### config.mk
export PLATFORM = sky130hd
export DESIGN_NAME = uart_rcvr_flat
export DESIGN_NICKNAME = d
export VERILOG_FILES = /design/src/rtl/uart_pkg.sv /design/src/rtl/uart_rcvr_if.sv /design/src/rtl/uart_bit_timer.sv /design/src/rtl/uart_rcvr.sv /design/src/flat_wrapper.sv
export SDC_FILE = /design/constraint.sdc
export NUM_CORES = 1
export LEC_CHECK = 0
export BUFFER_PORTS_ARGS = -buffer_cell sky130_fd_sc_hd__buf_2
export CORE_ASPECT_RATIO = 0.5
export CORE_MARGIN = 5
export CORE_UTILIZATION = 28
export DETAILED_ROUTE_END_ITERATION = 7
export PLACE_DENSITY_LB_ADDON = 0.3
export SETUP_SLACK_MARGIN = 0.05
export SLEW_MARGIN = 20
export SYNTH_ARGS = -nofsm -noshare
export SYNTH_HDL_FRONTEND = slang
export SYNTH_SLANG_ARGS = --single-unit
### constraint.sdc
create_clock -name clk -period 5.5 [get_ports clk]
set_input_delay 1.1 -clock clk [delete_from_list [all_inputs] [get_ports clk]]
set_output_delay 1.1 -clock clk [all_outputs]
set_load 0.02 [all_outputs]
### src/rtl/uart_pkg.sv
// uart_pkg: definitions shared by the UART receiver and transmitter.
//   - uart_state_e : receiver FSM states (PARITY is used only when
//                    UART_RCVR_PARITY_EN is defined)
//   - START_LVL / STOP_LVL / IDLE_LVL : serial line levels of a frame
//   - DEF_WORD_SIZE / DEF_CLKS_PER_BIT : default frame geometry
package uart_pkg;

    typedef enum logic [2:0] {
        IDLE,
        START,
        DATA,
        PARITY,
        STOP,
        WAIT_IDLE
    } uart_state_e;

    localparam logic START_LVL = 1'b0;
    localparam logic STOP_LVL  = 1'b1;
    localparam logic IDLE_LVL  = 1'b1;

    localparam int DEF_WORD_SIZE    = 8;
    localparam int DEF_CLKS_PER_BIT = 8;

endpackage

### src/rtl/uart_rcvr_if.sv
// uart_rcvr_if: bus-side handshake between the UART receiver and its reader.
//   RCV_datareg  last good received byte
//   Data_ready   RCV_datareg holds an unread byte
//   Read_ack     one-cycle pulse from the reader: byte consumed, flags cleared
//   Frame_err    sticky, stop bit sampled low
//   Overrun_err  sticky, frame completed while Data_ready was set
//   Parity_err   sticky, even-parity mismatch (only with UART_RCVR_PARITY_EN)
//   Busy         receiver is not idle
// Modports: slave = receiver, master = bus-side reader.
interface uart_rcvr_if
    import uart_pkg::*;
#(
    parameter int WordSize = DEF_WORD_SIZE
);
    logic [WordSize-1:0] RCV_datareg;
    logic                Data_ready;
    logic                Read_ack;
    logic                Frame_err;
    logic                Overrun_err;
    logic                Busy;
`ifdef UART_RCVR_PARITY_EN
    logic                Parity_err;

    modport slave  (input  Read_ack,
                    output RCV_datareg, Data_ready, Frame_err, Overrun_err, Busy, Parity_err);
    modport master (output Read_ack,
                    input  RCV_datareg, Data_ready, Frame_err, Overrun_err, Busy, Parity_err);
`else
    modport slave  (input  Read_ack,
                    output RCV_datareg, Data_ready, Frame_err, Overrun_err, Busy);
    modport master (output Read_ack,
                    input  RCV_datareg, Data_ready, Frame_err, Overrun_err, Busy);
`endif
endinterface

### src/rtl/uart_bit_timer.sv
// uart_bit_timer: free-running sample counter for one serial bit period.
//   clk, Reset   clock and synchronous active-high reset
//   clear_i      restart the count at 0 on the next edge
//   half_tick_o  high in the cycle the count reaches ClksPerBit/2
//   full_tick_o  high in the cycle the count reaches ClksPerBit; the
//                counter wraps there so consecutive bits need no clear
module uart_bit_timer
    import uart_pkg::*;
#(
    parameter int ClksPerBit = DEF_CLKS_PER_BIT
) (
    input  logic clk,
    input  logic Reset,
    input  logic clear_i,
    output logic half_tick_o,
    output logic full_tick_o
);
    localparam int CW = $clog2(ClksPerBit);
    localparam logic [CW-1:0] HALF_LAST = CW'(ClksPerBit / 2 - 1);
    localparam logic [CW-1:0] FULL_LAST = CW'(ClksPerBit - 1);

    logic [CW-1:0] cnt_q, cnt_d;

    always_comb begin
        cnt_d = cnt_q + 1'b1;
        if (clear_i || (cnt_q == FULL_LAST)) cnt_d = '0;
    end

    always_ff @(posedge clk) begin
        if (Reset) cnt_q <= '0;
        else       cnt_q <= cnt_d;
    end

    assign half_tick_o = (cnt_q == HALF_LAST);
    assign full_tick_o = (cnt_q == FULL_LAST);

endmodule

### src/rtl/uart_rcvr.sv
// uart_rcvr: oversampling UART receiver with ready/acknowledge hand-off.
//   clk        system clock
//   Reset      synchronous active-high reset, aborts any frame in progress
//   Serial_in  asynchronous serial line, idles high, LSB first
//   bus        uart_rcvr_if.slave (RCV_datareg, Data_ready, Read_ack,
//              Frame_err, Overrun_err, Busy [, Parity_err])
// Optional feature macro: UART_RCVR_PARITY_EN adds one even-parity bit
// between the data bits and the stop bit, plus the sticky Parity_err flag.
// Frame: start, WordSize data bits, [parity], stop.
module uart_rcvr
    import uart_pkg::*;
#(
    parameter int WordSize   = DEF_WORD_SIZE,
    parameter int ClksPerBit = DEF_CLKS_PER_BIT
) (
    input  logic       clk,
    input  logic       Reset,
    input  logic       Serial_in,
    uart_rcvr_if.slave bus
);
    localparam int BW = (WordSize > 1) ? $clog2(WordSize) : 1;

    // synchronizer, preset to the idle level so reset never looks like a start
    logic sync1_q, rx_s_q;

    uart_state_e         state_q, state_d;
    logic [BW-1:0]       bit_cnt_q, bit_cnt_d;
    logic [WordSize-1:0] shift_q, shift_d;
    logic                load_pend_q, load_pend_d;
    logic [WordSize-1:0] datareg_q, datareg_d;
    logic                ready_q, ready_d;
    logic                ferr_q, ferr_d;
    logic                ovr_q, ovr_d;
    logic                frame_err_set;
    logic                load_ok;
    logic                half_tick, full_tick, tmr_clear;
`ifdef UART_RCVR_PARITY_EN
    logic                par_bit_q, par_bit_d;
    logic                perr_q, perr_d;
    logic                par_err_set;
`endif

    always_ff @(posedge clk) begin
        if (Reset) begin
            sync1_q <= IDLE_LVL;
            rx_s_q  <= IDLE_LVL;
        end else begin
            sync1_q <= Serial_in;
            rx_s_q  <= sync1_q;
        end
    end

    // Hold the timer at 0 while waiting for an edge and restart it on every
    // state change, so START counts from the detected falling edge and each
    // later sample lands mid-bit.
    assign tmr_clear = (state_d != state_q) || (state_q == IDLE) || (state_q == WAIT_IDLE);

    uart_bit_timer #(.ClksPerBit(ClksPerBit)) u_timer (
        .clk         (clk),
        .Reset       (Reset),
        .clear_i     (tmr_clear),
        .half_tick_o (half_tick),
        .full_tick_o (full_tick)
    );

    always_comb begin
        state_d       = state_q;
        bit_cnt_d     = bit_cnt_q;
        shift_d       = shift_q;
        load_pend_d   = 1'b0;
        frame_err_set = 1'b0;
`ifdef UART_RCVR_PARITY_EN
        par_bit_d     = par_bit_q;
        par_err_set   = 1'b0;
`endif
        case (state_q)
            IDLE: begin
                if (rx_s_q == START_LVL) state_d = START;
            end
            START: begin
                if (half_tick) begin
                    if (rx_s_q == START_LVL) begin
                        state_d   = DATA;
                        bit_cnt_d = '0;
                    end else begin
                        state_d = IDLE;  // glitch shorter than half a bit
                    end
                end
            end
            DATA: begin
                if (full_tick) begin
                    shift_d   = {rx_s_q, shift_q[WordSize-1:1]};
                    bit_cnt_d = bit_cnt_q + 1'b1;
                    if (bit_cnt_q == BW'(WordSize - 1)) begin
`ifdef UART_RCVR_PARITY_EN
                        state_d = PARITY;
`else
                        state_d = STOP;
`endif
                    end
                end
            end
`ifdef UART_RCVR_PARITY_EN
            PARITY: begin
                if (full_tick) begin
                    par_bit_d = rx_s_q;
                    state_d   = STOP;
                end
            end
`endif
            STOP: begin
                if (full_tick) begin
                    if (rx_s_q == STOP_LVL) begin
                        state_d = IDLE;
`ifdef UART_RCVR_PARITY_EN
                        if ((^shift_q) != par_bit_q) par_err_set = 1'b1;
                        else                         load_pend_d = 1'b1;
`else
                        load_pend_d = 1'b1;
`endif
                    end else begin
                        // hold off until the line idles so a break is one error
                        frame_err_set = 1'b1;
                        state_d       = WAIT_IDLE;
                    end
                end
            end
            WAIT_IDLE: begin
                if (rx_s_q == IDLE_LVL) state_d = IDLE;
            end
            default: state_d = IDLE;
        endcase
    end

    // Hand-off happens the cycle after the stop sample; an ack in that same
    // cycle frees the register, so the new byte replaces the acked one.
    always_comb begin
        datareg_d = datareg_q;
        ready_d   = ready_q;
        load_ok   = load_pend_q && (!ready_q || bus.Read_ack);
        if (load_ok) begin
            datareg_d = shift_q;
            ready_d   = 1'b1;
        end else if (bus.Read_ack) begin
            ready_d = 1'b0;
        end
        ferr_d = (ferr_q && !bus.Read_ack) || frame_err_set;
        ovr_d  = (ovr_q && !bus.Read_ack) || (load_pend_q && !load_ok);
`ifdef UART_RCVR_PARITY_EN
        perr_d = (perr_q && !bus.Read_ack) || par_err_set;
`endif
    end

    always_ff @(posedge clk) begin
        if (Reset) begin
            state_q     <= IDLE;
            bit_cnt_q   <= '0;
            shift_q     <= '0;
            load_pend_q <= 1'b0;
            datareg_q   <= '0;
            ready_q     <= 1'b0;
            ferr_q      <= 1'b0;
            ovr_q       <= 1'b0;
`ifdef UART_RCVR_PARITY_EN
            par_bit_q   <= 1'b0;
            perr_q      <= 1'b0;
`endif
        end else begin
            state_q     <= state_d;
            bit_cnt_q   <= bit_cnt_d;
            shift_q     <= shift_d;
            load_pend_q <= load_pend_d;
            datareg_q   <= datareg_d;
            ready_q     <= ready_d;
            ferr_q      <= ferr_d;
            ovr_q       <= ovr_d;
`ifdef UART_RCVR_PARITY_EN
            par_bit_q   <= par_bit_d;
            perr_q      <= perr_d;
`endif
        end
    end

    assign bus.RCV_datareg = datareg_q;
    assign bus.Data_ready  = ready_q;
    assign bus.Frame_err   = ferr_q;
    assign bus.Overrun_err = ovr_q;
    assign bus.Busy        = (state_q != IDLE);
`ifdef UART_RCVR_PARITY_EN
    assign bus.Parity_err  = perr_q;
`endif

endmodule

### src/flat_wrapper.sv
// flat-port wrapper written by rule: the top's interface ports become plain ports
module uart_rcvr_flat import uart_pkg::*;
#(
    parameter int WordSize   = DEF_WORD_SIZE,
    parameter int ClksPerBit = DEF_CLKS_PER_BIT
)
  (clk, Reset, Serial_in, bus_Read_ack, bus_RCV_datareg, bus_Data_ready, bus_Frame_err, bus_Overrun_err, bus_Busy);
  uart_rcvr_if #(.WordSize(WordSize)) bus_i ();
  input  logic clk;
  input  logic Reset;
  input  logic Serial_in;
  input wire logic [$bits(bus_i.Read_ack)-1:0] bus_Read_ack;
  output wire logic [$bits(bus_i.RCV_datareg)-1:0] bus_RCV_datareg;
  output wire logic [$bits(bus_i.Data_ready)-1:0] bus_Data_ready;
  output wire logic [$bits(bus_i.Frame_err)-1:0] bus_Frame_err;
  output wire logic [$bits(bus_i.Overrun_err)-1:0] bus_Overrun_err;
  output wire logic [$bits(bus_i.Busy)-1:0] bus_Busy;
  assign bus_i.Read_ack = bus_Read_ack;
  assign bus_RCV_datareg = bus_i.RCV_datareg;
  assign bus_Data_ready = bus_i.Data_ready;
  assign bus_Frame_err = bus_i.Frame_err;
  assign bus_Overrun_err = bus_i.Overrun_err;
  assign bus_Busy = bus_i.Busy;
  uart_rcvr #(.WordSize(WordSize), .ClksPerBit(ClksPerBit)) u_core (.clk(clk), .Reset(Reset), .Serial_in(Serial_in), .bus(bus_i));
endmodule
==> results.sh, run 1 <==
export IMPL_slew_headroom=0.6565
export IMPL_cpMaxStageDelayCell="dfxtp_1"
export IMPL_vias=1046
export IMPL_rsz0062_at_grt="no"
export IMPL_io_pins=16
export IMPL_core_area_mm2=0.004424
export IMPL_synthXorXnorAreaFrac=0
export IMPL_maxCapViolCount=0
export IMPL_clockBufferDepth=2
export IMPL_fin_skew_ns=0.003879
export IMPL_p_per_area_mw_per_mm2=277.3
export IMPL_status="completed"
export IMPL_r2r_slack_ns=3.49
export IMPL_initialDrtViolationCount=45
export IMPL_antenna_found_initial=0
export IMPL_io_buffers=15
export IMPL_multi_input_area_um2=616.8
export IMPL_num_antenna_cells=0
export IMPL_yosys_area_top_type="dfxtp_1"
export IMPL_arrival_ns=1.28
export IMPL_yosys_mux_area_fraction=0.06184
export IMPL_peakVddDrop_v=0.00008104
export IMPL_dp_hpwl_um=1752
export IMPL_area_growth_pct=15.36
export IMPL_fin_tns_setup_ns=0
export IMPL_vias_per_cell=4.981
export IMPL_drive_above_1_share=0.1634
export IMPL_synthAdderAreaFrac=0.06763
export IMPL_path_cells="or3_1 -> buf_2"
export IMPL_cp_slowest_stage_delay_ns=0.41
export IMPL_route_detailed_drc=0
export IMPL_crit_type="reg2out"
export IMPL_root_buffer="clkbuf_8"
export IMPL_cts_tree="done"
export IMPL_die_width_um=106.2
export IMPL_die_area_mm2=0.006168
export IMPL_wl_per_cell_um=12.12
export IMPL_fillerInstances=457
export IMPL_hold_path_class="reg2reg"
export IMPL_fin_crit_ns=2.376
export IMPL_numCtsBuffers=5
export IMPL_routed_wl_um=2545
export IMPL_fmax_mhz=420.8
export IMPL_grt_pass1_vias=926
export IMPL_ys_ff_latch=31
export IMPL_ctsResizeCount=0
export IMPL_synthTopCellsByArea="dfxtp_1, ha_1, mux2i_1, a21oi_1, nand3_1"
export IMPL_grt_max_degree=31
export IMPL_critPathMaxFanout=12
export IMPL_synthesis_nets=151
export IMPL_worst_pin_slew_ns=0.5153
export IMPL_grt_pass1_wl_um=4250
export IMPL_first_pass_iters=4
export IMPL_synth_top_family_by_area="simple AND/OR/NAND/NOR gates"
export IMPL_clock_sinks=31
export IMPL_timing_final_crit_share=0.4321
export IMPL_fin_nets=164
export IMPL_yosys_area_share_simple=0.1778
export IMPL_grt_use_total=0.08967
export IMPL_netlist_cell_type_count=30
export IMPL_cts_clk_slew_worst_paths_ns=0.06
export IMPL_slew_viol_final=0
export IMPL_ys_seq_area_frac=0.4792
export IMPL_netlist_area_mm2=0.001295
export IMPL_post_cts_setup_buffers=0
export IMPL_setup_viol=0
export IMPL_ff_latch_area_um2=620.6
export IMPL_ant_nets=0
export IMPL_synth_compound_gate_area_share=0.1691
export IMPL_leakagePower_nw=0.5706
export IMPL_start_kind="flop"
export IMPL_yosysTopAreaCellShare=0.4792
export IMPL_total_power_uw=414.3
export IMPL_clk_latency_ns=0.28
export IMPL_htreeDepth=2
export IMPL_crit_required_ns=4.40
export IMPL_die_y_um=58.09
export IMPL_cts_hold_fix_buffers=0
export IMPL_start_util=0.2927
export IMPL_rows=17
export IMPL_grt_overflow_total=0
export IMPL_gp_congestion=0.6718
export IMPL_cp_end_kind="output port"
export IMPL_syn_inst=140
export IMPL_synth_avg_cell_area_um2=9.250
export IMPL_hold_violations=0
export IMPL_yosys_warnings=0
-- sequential cells by signal, summed over array words and instances (netlist names) --
| name | count |
|---|---|
| u_core.rx_s_q | 1 |
| u_core.bus.Frame_err | 1 |
| u_core.state_q | 3 |
| u_core.bus.RCV_datareg | 8 |
| u_core.bus.Data_ready | 1 |
| u_core.bus.Overrun_err | 1 |
| u_core.load_pend_q | 1 |
| u_core.bit_cnt_q | 3 |
| u_core.sync1_q | 1 |
| u_core.shift_q | 8 |
| u_core.u_timer.cnt_q | 3 |
-- where the power goes --
group | internal, mW | switching (mW)
Sequential | 0.226 | 0.00162
Combinational | 0.00369 | 0.00617
Clock | 0.0979 | 0.0791
-- layout make-up --
cell class                 count  share of cell area
timing repair buffer          15             0.05025
multi-input combinational     94              0.4129
clock buffer                   6             0.05528
tap                           57             0.04774
inverter                       6             0.01508
clock inverter                 1            0.003350
sequential                    31              0.4154
-- cells in the mapped netlist, drive strengths merged --
library cell / instances
a22oi: 3
a21o: 1
nand4bb: 1
nor4: 1
inv: 6
or4: 1
nand2b: 4
and4bb: 1
a211oi: 2
nor2b: 2
a21oi: 13
dfxtp: 31
a2111oi: 1
a32oi: 1
buf: 3
mux2i: 8
or2: 2
o21ai: 10
ha: 7
a221oi: 3
nand3: 11
or3: 1
clkbuf: 6
nand2: 2
nand3b: 2
nor3: 2
nor2: 13
a211o: 1
o22ai: 1
-- through the flow --
step	hold WS (ns)	cell area [um^2]	setup WS, ns	util	std cells
floorplan	0.3895	1295	3.454	-	140
global placement	0.4016	1406	3.094	0.3179	203
detailed placement	0.3958	1406	3.038	0.3179	203
CTS	0.4104	1494	3.125	0.3377	210
global route	0.4298	1494	3.074	0.3377	210
finish	0.4090	1494	3.124	0.3377	210
-- final timing paths --
kind / start / end / cells after the start
setup / recovery: u_core.state_q[2]$_SDFF_PP0_ / bus_Busy / 2
setup reg to reg: u_core.u_timer.cnt_q[0]$_SDFF_PP0_ / u_core.u_timer.cnt_q[2]$_SDFF_PP0_ / 5
hold reg to reg: u_core.sync1_q$_SDFF_PP1_ / u_core.rx_s_q$_SDFF_PP1_ / 1
hold / removal: u_core.sync1_q$_SDFF_PP1_ / u_core.rx_s_q$_SDFF_PP1_ / 1
-- kinds of logic (layout without fill, tap and decap cells) --
group           count (synthesis)  in the layout
simple gates                   43             43
compound gates                 36             36
flops                          31             31
buf+inv                        15             28
mux                             8              8
fa+ha+maj                       7              7
-- layout by cell type (no fill, tap or decap), types with 2 or more instances in the layout --
| cell type | Yosys | final |
|---|---|---|
| nand3_1 | 11 | 11 |
| nand3b_1 | 2 | 2 |
| a211oi_1 | 2 | 2 |
| mux2i_1 | 8 | 8 |
| ha_1 | 7 | 7 |
| a221oi_1 | 3 | 3 |
| clkbuf_8 | 0 | 6 |
| nor2_1 | 13 | 13 |
| or2_2 | 2 | 2 |
| dfxtp_1 | 31 | 31 |
| nand2_1 | 2 | 2 |
| a22oi_1 | 3 | 3 |
| inv_1 | 6 | 6 |
| buf_2 | 1 | 15 |
| nand2b_1 | 4 | 4 |
| o21ai_0 | 10 | 10 |
| a21oi_1 | 13 | 13 |
| nor2b_1 | 2 | 2 |
| nor3_1 | 2 | 2 |
-- critical path, delay by kind of cell, from the launching register on --
kind                   cells  cell delay, ns
flip-flops                 1            0.41
AND/OR/NAND/NOR            1            0.41
buffers and inverters      1            0.17
-- metal layers --
layer | vias to the layer above | part of all wire | track usage
met5 | - | 0 | 0
li1 | 527 | - | -
met4 | 0 | 0.023 | 0.06089
met1 | 484 | 0.45 | 0.1058
met2 | 28 | 0.47 | 0.1350
met3 | 7 | 0.059 | 0.03671
Power figures use the tool's default switching activity.
==> run 2, diff against run 1 <==
ABC_AREA = 1   (was not set)
clock period = 2.4 ns   (was 5.5 ns; I/O delays follow)
==> run 2 against run 1 <==
Worst hold slack lost 0.021 ns. Sequential power increased by 130%. Worst setup slack lost 2.3 ns. Register-to-register slack worse by 2.7 ns. Critical path type unchanged. Cell count is 12% higher. Critical path depth rose by 1. Routed wire length is 9.9% lower. Power rose to 2.6 times the previous value.
==> results.sh, run 2 <==
export IMPL_status="completed"
export IMPL_synthTopCellsByArea="dfxtp_1, inv_1, a21oi_1, o21ai_0, ha_1"
export IMPL_final_common_cell="dfxtp_1"
export IMPL_synth_avg_cell_area_um2=8.109
export IMPL_setup_viol=0
export IMPL_hold_violations=0
export IMPL_die_area_mm2=0.006178
export IMPL_htreeDepth=2
export IMPL_crit_required_ns=1.92
export IMPL_gp_congestion=0.8023
export IMPL_routed_wl_um=2294
export IMPL_core_area_mm2=0.004446
export IMPL_ant_nets=0
export IMPL_leakagePower_nw=0.7345
export IMPL_antenna_found_initial=0
export IMPL_netlist_cell_type_count=23
export IMPL_pwr_share_clk=0.487
export IMPL_power_frac_comb=0.028
export IMPL_yosys_warnings=0
export IMPL_slew_viol_final=0
export IMPL_fin_skew_ns=0.004136
export IMPL_clockBufferDepth=2
export IMPL_grt_pass1_wl_um=4298
export IMPL_path_cells="inv_1 -> nand2_1 -> buf_2"
export IMPL_whs_path_depth=2
export IMPL_num_antenna_cells=0
export IMPL_critPathMaxFanout=6
export IMPL_cts_tree="done"
export IMPL_fin_tns_setup_ns=0
export IMPL_maxCapViolCount=0
export IMPL_io_pins=16
export IMPL_seqPwrFrac=0.485
export IMPL_crit_type="reg2out"
export IMPL_async_flop_share=0
export IMPL_post_cts_setup_buffers=0
export IMPL_area_growth_pct=18.51
export IMPL_die_y_um=58.14
export IMPL_worst_pin_slew_ns=0.6217
export IMPL_synth_edff_count=0
export IMPL_fmax_mhz=623.6
export IMPL_rows=17
export IMPL_cts_clk_slew_worst_paths_ns=0.06
export IMPL_root_buffer="clkbuf_8"
export IMPL_synth_commonest_cells="dfxtp_1, inv_1, a21oi_1, o21ai_0"
export IMPL_arrival_ns=1.12
export IMPL_p_per_area_mw_per_mm2=697.4
export IMPL_vias=1021
export IMPL_grt_use_total=0.08673
export IMPL_first_pass_iters=4
export IMPL_grt_overflow_total=0
export IMPL_rsz0062_at_grt="no"
export IMPL_yosysTopAreaCellShare=0.4783
export IMPL_synth_flop_cell="dfxtp_1"
export IMPL_io_buffers=15
export IMPL_yosys_area_top_type="dfxtp_1"
export IMPL_start_kind="flop"
export IMPL_ys_ff_latch=31
export IMPL_synthesis_nets=171
export IMPL_power_net_switching_uw=209.6
export IMPL_hold_path_class="in2reg"
export IMPL_whs_ns=0.3880
export IMPL_p_int_uw=862.8
export IMPL_clock_sinks=31
export IMPL_start_util=0.2919
export IMPL_cts_hold_fix_buffers=0
export IMPL_slew_headroom=0.5851
export IMPL_timing_final_crit_share=0.6682
export IMPL_fin_util=0.3459
export IMPL_drive_above_1_share=0.2011
export IMPL_wl_per_cell_um=9.720
export IMPL_fin_crit_ns=1.604
export IMPL_yosysMostFrequentCell="dfxtp_1"
export IMPL_vias_per_cell=4.326
export IMPL_peakVddDrop_v=0.0002366
export IMPL_ctsResizeCount=0
export IMPL_cp_slowest_stage_delay_ns=0.47
export IMPL_cpMaxStageDelayCell="dfxtp_1"
export IMPL_dp_hpwl_um=1692
export IMPL_grt_pass1_vias=999
export IMPL_fin_nets=189
export IMPL_r2r_cells=8
export IMPL_clk_latency_ns=0.27
export IMPL_numCtsBuffers=5
export IMPL_die_width_um=106.3
export IMPL_route_detailed_drc=0
export IMPL_ys_seq_area_frac=0.4783
export IMPL_initialDrtViolationCount=22
export IMPL_syn_inst=160
export IMPL_netlist_area_mm2=0.001297
export IMPL_mostFrequentLayoutCells="dfxtp_1, inv_1, a21oi_1, o21ai_0, buf_2"
export IMPL_switching_share=0.1955
export IMPL_cp_end_kind="output port"
export IMPL_grt_max_degree=24
==> run 2: cell types whose count changed in the layout (fill, tap and decap cells not counted), moves of 3 or more <==
cell      previous run  this run
nand2b_1             4         0
nor2_2               0         4
a221oi_1             3         0
inv_1                6        25
nand2_1              2        14
o21ai_0             10        18
mux2i_1              8         0
a21oi_1             13        18
==> run 2: power by group through the flow <==
stage / sequential, mW / clock [mW] / combinational (mW)
2_1_floorplan: 0.531 / 0 / 0.0218
3_3_place_gp: 0.531 / 0 / 0.0301
3_5_place_dp: 0.531 / 0 / 0.0303
4_1_cts: 0.520 / 0.539 / 0.0304
5_1_grt: 0.519 / 0.564 / 0.0346
6_report: 0.520 / 0.523 / 0.0300
==> run 2: logic make-up (layout without fill, tap and decap cells) <==
| logic type | after synthesis | in the layout | share of synthesized area |
|---|---|---|---|
| simple gates | 50 | 50 | 0.1900 |
| compound gates | 41 | 41 | 0.1678 |
| flops | 31 | 31 | 0.4783 |
| buf+inv | 31 | 50 | 0.09643 |
| fa+ha+maj | 7 | 7 | 0.06750 |
==> run 2: path summary, 6_finish.rpt <==
path              slack, ns                          endpoint                                from
setup / recovery       0.80                          bus_Busy        u_core.state_q[1]$_SDFF_PP0_
hold / removal         0.39         u_core.sync1_q$_SDFF_PP1_                           Serial_in
setup reg to reg       0.81  u_core.bit_cnt_q[2]$_SDFFE_PP0P_  u_core.u_timer.cnt_q[0]$_SDFF_PP0_
hold reg to reg        0.41          u_core.rx_s_q$_SDFF_PP1_           u_core.sync1_q$_SDFF_PP1_
==> run 2: layout make-up <==
type                       count  area, um^2
fill                         462        2908
clock buffer                   6       82.58
inverter                      27       101.3
multi-input combinational     98       551.8
timing repair buffer          15       75.07
clock inverter                 2       35.03
sequential                    31       620.6
tap                           57       71.32
==> run 2: through the flow <==
stage	area, um^2	total power, mW	worst slack (ns)	cells
2_1_floorplan	1297	0.5524	0.9406	160
3_3_place_gp	1420	0.5613	0.8521	228
3_5_place_dp	1420	0.5615	0.7860	228
4_1_cts	1538	1.088	0.7876	236
5_1_grt	1538	1.118	0.6624	236
6_report	1538	1.072	0.7963	236
==> run 2: metal layers <==
layer  track usage  wire length (um)  share of wire
met4       0.03875                27          0.012
met3       0.04004               126          0.055
met2        0.1440              1038           0.45
met1       0.09693              1102           0.48
met5             0                 0              0
==> run 2: critical path, delay by kind of cell, from the launching register on <==
kind,cells,cell delay [ns]
simple gates,1,0.10
flops,1,0.47
buf+inv,2,0.28
==> run 3, diff against run 2 <==
clock period = 1.4 ns   (was 2.4 ns; I/O delays follow)
==> run 3 against run 2 <==
Clock-buffer cell count stayed put. Die area stayed put. Cell area is 17% higher. Via count is 4.1% higher. Non-clock buffer count is 5 higher. Clock power is 74% higher. Cell count is 2.1% higher. Register-to-register slack worse by 0.74 ns. Utilization is 6.0 points higher. First-iteration DRC count is 18% lower. Highest routed layer unchanged.
==> results.sh, run 3 (synthesis results as in run 2) <==
export IMPL_routed_wl_um=2796
export IMPL_cp_top_family="simple AND/OR/NAND/NOR gates"
export IMPL_grt_max_degree=24
export IMPL_area_growth_pct=39.05
export IMPL_r2r_cells=10
export IMPL_grt_use_total=0.09250
export IMPL_io_buffers=15
export IMPL_die_y_um=58.14
export IMPL_whs_ns=0.1794
export IMPL_route_detailed_drc=0
export IMPL_cpMostUsedCell="nand2_2"
export IMPL_antenna_found_initial=0
export IMPL_hold_path_endpoint="u_core.sync1_q$_SDFF_PP1_"
export IMPL_die_area_mm2=0.006178
export IMPL_clock_sinks=31
export IMPL_fin_nets=194
export IMPL_io_pins=16
export IMPL_hold_violations=0
export IMPL_crit_required_ns=1.58
export IMPL_fillerInstances=452
export IMPL_p_per_area_mw_per_mm2=1039
export IMPL_peakVddDrop_v=0.0004210
export IMPL_path_cells="ha_4 -> ha_4 -> inv_2 -> nand2_2 -> nand3_2 -> nand3_2 -> nand2_2 -> nand2_2 -> nand2_4 -> nor2_1"
export IMPL_layoutNonFillerInstCount=241
export IMPL_initialDrtViolationCount=18
export IMPL_wl_per_cell_um=11.60
export IMPL_start_kind="flop"
export IMPL_critPathMaxFanout=4
export IMPL_hp_start="Serial_in"
export IMPL_grt_pass1_vias=1030
export IMPL_fmax_mhz=754.0
export IMPL_first_pass_iters=4
export IMPL_cp_depth=10
export IMPL_rsz0062_at_grt="yes"
export IMPL_hold_path_class="in2reg"
export IMPL_cp_end_kind="flop"
export IMPL_slew_headroom=0.7656
export IMPL_fin_skew_ns=0.003938
export IMPL_clockBufferDepth=2
export IMPL_start_util=0.2919
export IMPL_core_area_mm2=0.004446
export IMPL_worst_pin_slew_ns=0.3512
export IMPL_crit_type="reg2reg"
export IMPL_rows=17
export IMPL_root_buffer="clkbuf_8"
export IMPL_htreeDepth=2
export IMPL_final_common_cell="dfxtp_1"
export IMPL_gp_congestion=0.7143
export IMPL_clk_latency_ns=0.28
export IMPL_vias_per_cell=4.411
export IMPL_vias=1063
export IMPL_numCtsBuffers=5
export IMPL_cts_clk_slew_worst_paths_ns=0.07
export IMPL_die_width_um=106.3
export IMPL_timing_rr_end="u_core.u_timer.cnt_q[0]$_SDFF_PP0_"
export IMPL_maxCapViolCount=0
export IMPL_grt_pass1_wl_um=4429
export IMPL_fin_tns_setup_ns=0
export IMPL_leakagePower_nw=0.7959
export IMPL_whs_path_depth=2
export IMPL_setup_viol=0
export IMPL_worst_path_buf_inv=1
export IMPL_place_inst=230
export IMPL_grt_overflow_total=0
export IMPL_cp_slowest_stage_delay_ns=0.33
export IMPL_num_antenna_cells=0
export IMPL_arrival_ns=1.50
export IMPL_r2r_slack_ns=0.07
export IMPL_ant_nets=0
export IMPL_cpMaxStageDelayCell="dfxtp_2"
export IMPL_fin_crit_ns=1.326
export IMPL_drive_above_1_share=0.4402
export IMPL_slew_viol_final=0
export IMPL_cts_tree="done"
export IMPL_status="completed"
export IMPL_crit_reg2reg_launch="u_core.u_timer.cnt_q[0]$_SDFF_PP0_"
export IMPL_mostFrequentLayoutCells="dfxtp_1, inv_1, a21oi_1"
export IMPL_dp_hpwl_um=1731
export IMPL_timing_final_crit_share=0.9474
==> run 3: what timing repair did <==
item | CTS | global route
pin swaps | 1 | 15
cloned | 0 | 1
hold buffers | 0 | 0
setup buffers | 1 | 1
resized for setup | 11 | 47
setup endpoints to repair | 14 | 11
endpoints found under the hold margin | 0 | 0
==> run 3: power breakdown <==
group	internal (mW)	switching [mW]	total [mW]	leakage, nW
combinational	0.0265	0.0478	0.0744	0.481
sequential	0.884	0.00520	0.889	0.254
clock	0.575	0.336	0.911	0.0612
total	1.49	0.389	1.87	0.796
==> run 3: per-stage QoR <==
| stage | instance area, um^2 | total power, mW | utilization | setup slack (ns) |
|---|---|---|---|---|
| floorplan | 1305 | 0.9470 | - | 0.06880 |
| global placement | 1455 | 0.9658 | 0.3273 | 0.005489 |
| detailed placement | 1455 | 0.9650 | 0.3273 | -0.04750 |
| CTS | 1624 | 1.896 | 0.3653 | 0.06257 |
| global route | 1804 | 1.964 | 0.4059 | -0.01018 |
| finish | 1804 | 1.874 | 0.4059 | 0.07365 |
==> run 3: worst max-delay path by stage <==
stage,startpoint,endpoint,slack (ns)
2_1_floorplan,u_core.u_timer.cnt_q[0]$_SDFF_PP0_,u_core.bit_cnt_q[1]$_SDFFE_PP0P_,0.07
6_report,u_core.u_timer.cnt_q[0]$_SDFF_PP0_,u_core.u_timer.cnt_q[0]$_SDFF_PP0_,0.07
5_1_grt,u_core.u_timer.cnt_q[0]$_SDFF_PP0_,u_core.u_timer.cnt_q[0]$_SDFF_PP0_,-0.01
3_3_place_gp,u_core.u_timer.cnt_q[0]$_SDFF_PP0_,u_core.shift_q[1]$_SDFFE_PP0P_,0.005
4_1_cts,u_core.u_timer.cnt_q[0]$_SDFF_PP0_,u_core.u_timer.cnt_q[0]$_SDFF_PP0_,0.06
3_5_place_dp,u_core.u_timer.cnt_q[0]$_SDFF_PP0_,u_core.bit_cnt_q[0]$_SDFFE_PP0P_,-0.05
==> run 3: cell type report <==
| type | instances | area, um^2 | share of cell area |
|---|---|---|---|
| multi-input combinational | 98 | 720.7 | 0.3994 |
| sequential | 31 | 633.1 | 0.3509 |
| timing repair buffer | 20 | 157.7 | 0.08738 |
| inverter | 27 | 103.9 | 0.05756 |
| clock buffer | 6 | 82.58 | 0.04577 |
| tap | 57 | 71.32 | 0.03953 |
| clock inverter | 2 | 35.03 | 0.01942 |
==> run 3: worst reg2reg max path, delay by kind of cell (launching register included) <==
family                   cells  cell delay [ns]
buffers and inverters        1             0.05
AND/OR/NAND/NOR              7             0.48
flip-flops                   1             0.33
adder cells (fa/ha/maj)      2             0.35
==> run 3: layer usage <==
layer / track usage / wire (um) / up-vias
li1: - / - / 561
met1: 0.1023 / 1284 / 485
met2: 0.1512 / 1384 / 12
met3: 0.03337 / 91 / 5
met4: 0.06458 / 36 / 0
met5: 0 / 0 / -
